### src/rtl/arb_pkg.sv
// Shared constants, state encoding and the rotating priority search
// used by the 16-way round-robin grant arbiter.
package arb_pkg;

  localparam int N    = 16;
  localparam int IDXW = 4;

  typedef enum logic [0:0] {
    IDLE = 1'b0,
    BUSY = 1'b1
  } state_t;

  typedef struct packed {
    logic            found;
    logic [IDXW-1:0] idx;
  } pick_t;

  // Walk downward from ptr (ptr, ptr-1, ..., 0, N-1, ..., ptr+1) and
  // return the first requester found; the 4-bit subtraction provides the wrap.
  function automatic pick_t rotating_pick(input logic [N-1:0]    req,
                                          input logic [IDXW-1:0] ptr);
    pick_t           res;
    logic [IDXW-1:0] cand;
    res = '0;
    for (int k = 0; k < N; k++) begin
      cand = ptr - IDXW'(k);
      if (!res.found && req[cand]) begin
        res.found = 1'b1;
        res.idx   = cand;
      end
    end
    return res;
  endfunction

endpackage

### src/rtl/rr_prio_enc16.sv
// Rotated highest-index-first priority encoder over 16 requests.
module rr_prio_enc16
  import arb_pkg::*;
(
  input  logic [N-1:0]    req,
  input  logic [IDXW-1:0] ptr,
  output logic [IDXW-1:0] idx,
  output logic            found
);

  pick_t pick;

  // Pure combinational search starting at ptr and moving downward.
  always_comb begin
    pick  = rotating_pick(req, ptr);
    idx   = pick.idx;
    found = pick.found;
  end

endmodule

### src/rtl/rr_grant_arbiter_16.sv
// Round-robin arbiter sharing one resource among 16 requesters.
// A grant is registered one cycle after the sampled request and held
// until the owner releases it (done, dropped request or hold timeout).
//
//   state | meaning
//   IDLE  | no grant active; arbitrate when en=1 and any req is set
//   BUSY  | grant held on gnt_idx; wait for a release condition
module rr_grant_arbiter_16
  import arb_pkg::*;
#(
  parameter int MAX_HOLD = 0
) (
  input  logic            clk,
  input  logic            rst,
  input  logic            en,
  input  logic [N-1:0]    req,
  input  logic            done,
  output logic [N-1:0]    gnt,
  output logic [IDXW-1:0] gnt_idx,
  output logic            gnt_vld
);

  // Hold counter sized for MAX_HOLD; at least one bit when the timeout is off.
  localparam int HCW = (MAX_HOLD > 0) ? $clog2(MAX_HOLD + 1) : 1;
  localparam logic [HCW-1:0] HOLD_TC  = (MAX_HOLD > 0) ? HCW'(MAX_HOLD - 1) : '0;
  localparam logic [HCW-1:0] HOLD_SAT = '1;

  state_t          state, state_nxt;
  logic [IDXW-1:0] ptr, ptr_nxt;
  logic [IDXW-1:0] idx_q, idx_nxt;
  logic [HCW-1:0]  hold_cnt, hold_nxt;

  logic [IDXW-1:0] pick_idx;
  logic            pick_found;
  logic            release_c;

  rr_prio_enc16 u_enc (
    .req   (req),
    .ptr   (ptr),
    .idx   (pick_idx),
    .found (pick_found)
  );

  // Release when the owner is done, drops its request, or times out.
  always_comb begin
    release_c = done || !req[idx_q] ||
                ((MAX_HOLD != 0) && (hold_cnt == HOLD_TC));
  end

  // State register plus grant datapath registers; reset is asynchronous.
  always_ff @(posedge clk or posedge rst) begin
    if (rst) begin
      state    <= IDLE;
      ptr      <= IDXW'(N - 1);
      idx_q    <= '0;
      hold_cnt <= '0;
    end else begin
      state    <= state_nxt;
      ptr      <= ptr_nxt;
      idx_q    <= idx_nxt;
      hold_cnt <= hold_nxt;
    end
  end

  // Next-state logic: grant in IDLE, hold/release in BUSY. No new grant is
  // taken on the release edge, which produces the single idle bubble.
  always_comb begin
    state_nxt = state;
    ptr_nxt   = ptr;
    idx_nxt   = idx_q;
    hold_nxt  = hold_cnt;
    case (state)
      IDLE: begin
        if (en && pick_found) begin
          state_nxt = BUSY;
          idx_nxt   = pick_idx;
          ptr_nxt   = pick_idx - IDXW'(1);
          hold_nxt  = '0;
        end
      end
      BUSY: begin
        if (release_c) begin
          state_nxt = IDLE;
          idx_nxt   = '0;
        end else if (hold_cnt != HOLD_SAT) begin
          hold_nxt = hold_cnt + HCW'(1);
        end
      end
      default: begin
        state_nxt = IDLE;
        idx_nxt   = '0;
      end
    endcase
  end

  // Outputs decode purely from registers, so they change only on clock/reset.
  always_comb begin
    gnt_vld = (state == BUSY);
    gnt_idx = idx_q;
    gnt     = '0;
    if (gnt_vld) gnt[idx_q] = 1'b1;
  end

endmodule

### config.mk
export PLATFORM = sky130hd
export DESIGN_NAME = rr_grant_arbiter_16
export DESIGN_NICKNAME = d
export VERILOG_FILES = /design/src/rtl/arb_pkg.sv /design/src/rtl/rr_prio_enc16.sv /design/src/rtl/rr_grant_arbiter_16.sv
export SDC_FILE = /design/constraint.sdc
export NUM_CORES = 1
export LEC_CHECK = 0
export CAP_MARGIN = 25
export CORE_MARGIN = 1.5
export CORE_UTILIZATION = 50
export DETAILED_ROUTE_END_ITERATION = 12
export PLACE_DENSITY = 0.73
export SETUP_SLACK_MARGIN = 0.15
export SYNTH_ARGS = -nofsm -noshare
export SYNTH_HDL_FRONTEND = slang
export SYNTH_HIERARCHICAL = 1
export SYNTH_SLANG_ARGS = --single-unit
### constraint.sdc
create_clock -name clk -period 5.4 [get_ports clk]
set_input_delay 1.08 -clock clk [delete_from_list [all_inputs] [get_ports clk]]
set_output_delay 1.08 -clock clk [all_outputs]
set_load 0.05 [all_outputs]
Word level (Yosys, flattened, before mapping)
Cells that the tools add are included.
{"block": "word_totals", "reg_bits": 9, "inputBits": 20, "word_cells": 135}
{"block": "classes", "addsub": 16, "magnitude_cmp": 18, "n_eq_ne": 2, "mux": 59, "bitwise": 1, "n_reduce_logical": 36}
{"operator": "4-bit by 5-bit < comparator with 1-bit output, second input constant", "n": 17}
{"operator": "5-bit 2-to-1 mux", "n": 16}
{"operator": "1-bit binary-select mux with 4-bit select", "n": 17}
{"operator": "4-bit subtractor, second input constant", "n": 8}
{"operator": "1-bit 2-to-1 mux", "n": 20}
{"operator": "1-bit logical AND", "n": 17}
{"operator": "1-bit zero test", "n": 16}
{"operator": "16-bit 2-to-1 mux", "n": 1}
{"operator": "4-bit by 3-bit subtractor with 4-bit output, second input constant", "n": 4}
{"operator": "4-bit 2-to-1 mux", "n": 2}
{"operator": "4-bit case mux with 2 select lines", "n": 1}
{"operator": "4-bit by 1-bit subtractor with 4-bit output, second input constant", "n": 2}
{"operator": "4-bit by 2-bit subtractor with 4-bit output, second input constant", "n": 2}
{"operator": "1-bit demux with 4-bit select", "n": 1}
{"operator": "4-bit by 1-bit >= comparator with 1-bit output, second input constant", "n": 1}
{"operator": "2-bit AND reduction", "n": 2}
{"operator": "2-bit by 1-bit != test with 1-bit output, second input constant", "n": 1}
{"operator": "2-bit != test, second input constant", "n": 1}
{"operator": "1-bit case mux with 2 select lines", "n": 1}
{"operator": "1-bit logical OR", "n": 1}
{"operator": "1-bit NOT", "n": 1}

Depth between registers and ports, before layout
{"block": "logic_depth", "depth_word": 51, "mapped_depth": 19, "mapped_depth_nobuf": 14}

Hierarchy
Netlist, hierarchy kept.
{"module": "rr_prio_enc16", "instances": 1, "cells_each": 259, "area_per_inst_um2": 2439.8, "seq_area_each_um2": 0.0}
{"module": "rr_grant_arbiter_16", "instances": 1, "cells_each": 90, "area_per_inst_um2": 749.5, "seq_area_each_um2": 230.2}

Worst setup path after synthesis
OpenSTA, ideal clock, no wires.
{"block": "synth_timing", "path_type": "flip-flop to flip-flop", "start": "reg ptr[0]", "end": "reg ptr[2]", "setup_time_ns": 0.080, "t_arrival_ns": 4.498, "required_ns": 5.320, "setup_slack_ns": 0.822, "stages_incl_launch_ff": 20, "path_buffers": 5, "path_cell_list": "dfstp_2 -> buf_6 -> buf_2 -> clkinv_1 -> ha_1 -> buf_6 -> buf_6 -> mux2_4 -> mux4_2 -> mux2i_2 -> nand4_2 -> or3_1 -> buf_6 -> nor3_4 -> nand3b_1 -> o21bai_1 -> inv_1 -> ha_1 -> xnor2_1 -> o21ai_0"}
{"block": "synth_via", "elab_cells_between_ends": 96, "cone_classes": "add/sub (16); mux (48); reduce/logical (32)"}
{"element": "start, declared", "line": "rr_grant_arbiter_16.sv:29", "rtl": "logic [IDXW-1:0] ptr, ptr_nxt;"}
{"element": "start signal, assigned", "line": "rr_grant_arbiter_16.sv:54", "rtl": "ptr <= IDXW'(N - 1);"}
{"element": "start signal, assigned", "line": "rr_grant_arbiter_16.sv:59", "rtl": "ptr <= ptr_nxt;"}
{"element": "branches (longest 47 deep; another with 4-bit by 1-bit subtractor with 4-bit output)"}
{"element": "5-bit 2-to-1 mux *", "line": "arb_pkg.sv:27", "rtl": "if (!res.found && req[cand]) begin"}
{"element": "named net pick_idx[0]", "line": "rr_grant_arbiter_16.sv:33", "rtl": "logic [IDXW-1:0] pick_idx;"}
{"element": "4-bit by 1-bit subtractor with 4-bit output *", "line": "rr_grant_arbiter_16.sv:77", "rtl": "ptr_nxt = pick_idx - IDXW'(1);"}
Mark *: on every way through the listed nets, which the timed path passes. The select of a mux whose other input is x is not followed.
A chain may end at the register's enable or synchronous reset.

Final worst setup path
Ends and elaborated chain as after synthesis.

==> summary.md <==
| Metric | Value |
|---|---|
| IO Count | `slightly above 40` |
| Cell taking the most area after synthesis | `mux4_2` |
| Post-synth top cells | `nand2_1 (34), mux4_2 (28), mux2i_1 (26)` |
| Die ar. | `6867 um2` |
| RSZ-0062 raised after global routing | `no` |
| CTS tree | `built` |
| Warnings, synthesis | `6` |
| Initial antenna violation count | `0` |
| Clock sinks | `9` |
| WL final | `9.584 mm` |
| Clock Skew | `roughly 2.4 ps` |
| Worst slew margin | `0.4869` |
| Starting density of the core | `0.5293` |
| Pre-antenna DRT Iters | `5` |
| Post-CTS sizing | `0` |
| Main flop type after synthesis | `dfrtp_1` |
| Worst setup SP type | `flip-flop` |
| Asr flop ratio synth | `1.000` |
| Worst-path clk slew | `50 ps` |
| Vias per Instance | `7.054` |
| H-tree depth | `1` |
| Share of the synthesized area in the top cell type | `0.1977` |
| Root buf cell | `clkbuf_8` |
| Crit path buf inv count | `2` |
| DRC | `0` |
| GPL Wtd Cong | `a little over 1` |
| Most instantiated library cell after synthesis | `nand2_1` |
| Die width | `82.87 um` |
| Post-synth EDFFs | `0` |
| First-pass GRT wire length | `about 16 mm` |
| Ratio of cells with drive above 1 in the final layout | `0.2057` |
| Routed Antenna Nets | `0` |
| CP Class | `flip-flop to flip-flop` |
| Post-CTS setup repair buffer count | `0` |
| Max-slew violations | `0` |
| CP max stage cell | `ha_1` |
| Total grt overflow | `0` |
| Finish-stage setup viols | `0` |
| Min Hold Slack | `about 700 ps` |
| Period utilisation layout | `0.9187` |
| Total track usage | `0.2771` |
| Fin. Hold Viols | `0` |
| Cts bufs inserted | `3` |
| Clock Tree Buf Depth | `2` |
| Mapped Cells | `approximately 350` |
| Crit-path cells | `clkinv_1, ha_1, mux2_2, mux4_2, mux2i_2, nand2_1, or3_1, nor3_4, nand3b_1, o21bai_1, inv_1, ha_1, xnor2_1, o21ai_0` |
| Core box area | `around 6000 um2` |
| Die Span Y | `roughly 83 um` |
| Worst path arrival time | `between 5000 and 6000 ps` |
| Detail Placement HPWL | `about 7.4 mm` |
| Crit path max-delay family | `multiplexers` |
| Status | `complete, no violations` |
| Synth area leaders | `mux4_2 (20%), mux2i_1 (8.2%), mux2_2 (6.0%)` |
| Syn_nets | `about 380` |
| Fillers | `roughly 540` |
| Cell area after technology mapping | `about 3200 um2` |
| Final min period | `~5000 ps` |
| N_diodes | `0` |
| Total vias in the final route | `between 3,000 and 4,000` |
| P&R area growth vs syn | `15.03%` |
| Sequential share of the synthesized area | `0.07219` |
| # port buffers | `40` |
| FP Rows | `28` |
| Hold_buf cts | `0` |
| Clk Latency, worst-skew pair | `~230 ps` |
| Sum Neg Setup Slack | `0 ps` |
| CP max stage delay | `about 740 ps` |
| Kind of end point of the critical path | `flip-flop` |
| Fmax | `a little over 200 MHz` |
| Crit Path Max Fanout | `11` |
| Largest net degree at the start of global routing | `33` |
| Hold Crit Class | `flip-flop to flip-flop` |
| Synth cell types | `just under 70` |
| Vias in the first global route | `around 3,000` |
| DR WL/cell | `20.88 um` |
| Mean Syn Cell Area | `9.138 um2` |
| Worst slew pin tran | `around 760 ps` |
| Max-cap violations | `0` |
| Iteration-0 DRC count of the detailed router | `333` |
| Worst EP required | `around 5600 ps` |
| Final Core Density | `0.6088` |
| Worst path most repeated cell | `ha_1` |
| Nets@finish | `between 400 and 500` |
| #FFs+latches synth | `9` |
cells by family (layout without fill, tap and decap cells):
| logic type | Yosys count | in the layout | share of synthesized area |
|---|---|---|---|
| multiplexers | 80 | 80 | 0.3986 |
| AND/OR/NAND/NOR | 115 | 115 | 0.1946 |
| AO/OA/AOI/OAI | 92 | 92 | 0.2079 |
| XOR/XNOR | 15 | 15 | 0.04119 |
| flip-flops | 9 | 9 | 0.07218 |
| adder cells (fa/ha/maj) | 8 | 8 | 0.03139 |
| buffers and inverters | 30 | 65 | 0.05414 |
worst register-to-register path, cell delays in order (launching register included):
cell and delay, ps:
dfstp_2 520, clkinv_1 250, ha_1 750, mux2_2 450
mux4_2 540, mux2i_2 440, nand2_1 190, or3_1 540
nor3_4 250, nand3b_1 110, o21bai_1 250, inv_1 100
ha_1 210, xnor2_1 120, o21ai_0 160
state kept, by name, indices dropped and copies added, names as in the netlist:
register / cells
gnt_vld: 1
gnt_idx: 4
ptr: 4
layer usage:
metal / share of wire / track usage
met1: 0.43 / 0.3759
met2: 0.47 / 0.4649
met5: 0 / 0
met4: 0.033 / 0.07273
met3: 0.074 / 0.03877
layout by cell type (no fill, tap or decap), types with 4 or more instances in the layout:
cell type	count
clkdlybuf4s50_1	40
nand2_1	34
mux4_2	28
mux2i_1	26
o21ai_0	25
nor2_1	23
a21oi_1	17
mux2_2	17
nand3_1	11
inv_1	10
xnor2_1	9
buf_4	9
nor3_1	8
ha_1	8
nor2b_1	7
nand2b_1	6
xor2_1	6
dfrtp_1	5
mux4_1	5
a31oi_1	5
or3_1	4
dfstp_2	4
o22ai_1	4
o211ai_1	4
cell type report:
class / count / area [um2] / share of cell area
tap: 75 / 93.84 / 0.02558
multi-input combinational: 310 / 2786 / 0.7595
sequential: 9 / 230.2 / 0.06276
inverter: 12 / 45.04 / 0.01228
timing repair buffer: 49 / 467.9 / 0.1276
clock buffer: 4 / 45.04 / 0.01228
worst paths after layout:
kind	start	endpoint	slack, ps	cells past startpoint
min	gnt_idx[3]	gnt_idx[3]	700	1
min reg2reg	gnt_idx[3]	gnt_idx[3]	700	1
min in group asynchronous	rst	gnt_idx[3]	1100	2
max reg2reg	ptr[0]	ptr[2]	440	14
max in group asynchronous	rst	ptr[0]	4000	2
max	ptr[0]	ptr[2]	440	14
through the flow:
| stage | instances | instance area, um2 | setup WS [ps] |
|---|---|---|---|
| 2_1_floorplan | 349 | 3189 | 822.2 |
| 3_3_place_gp | 455 | 3623 | 500.5 |
| 3_5_place_dp | 455 | 3623 | 416.5 |
| 4_1_cts | 459 | 3669 | 517.4 |
| 5_1_grt | 459 | 3669 | 172.5 |
| 6_report | 459 | 3669 | 439.0 |
Power is not shown: default switching activity piles up to over one toggle a cycle in this logic, so the estimate is an artifact.
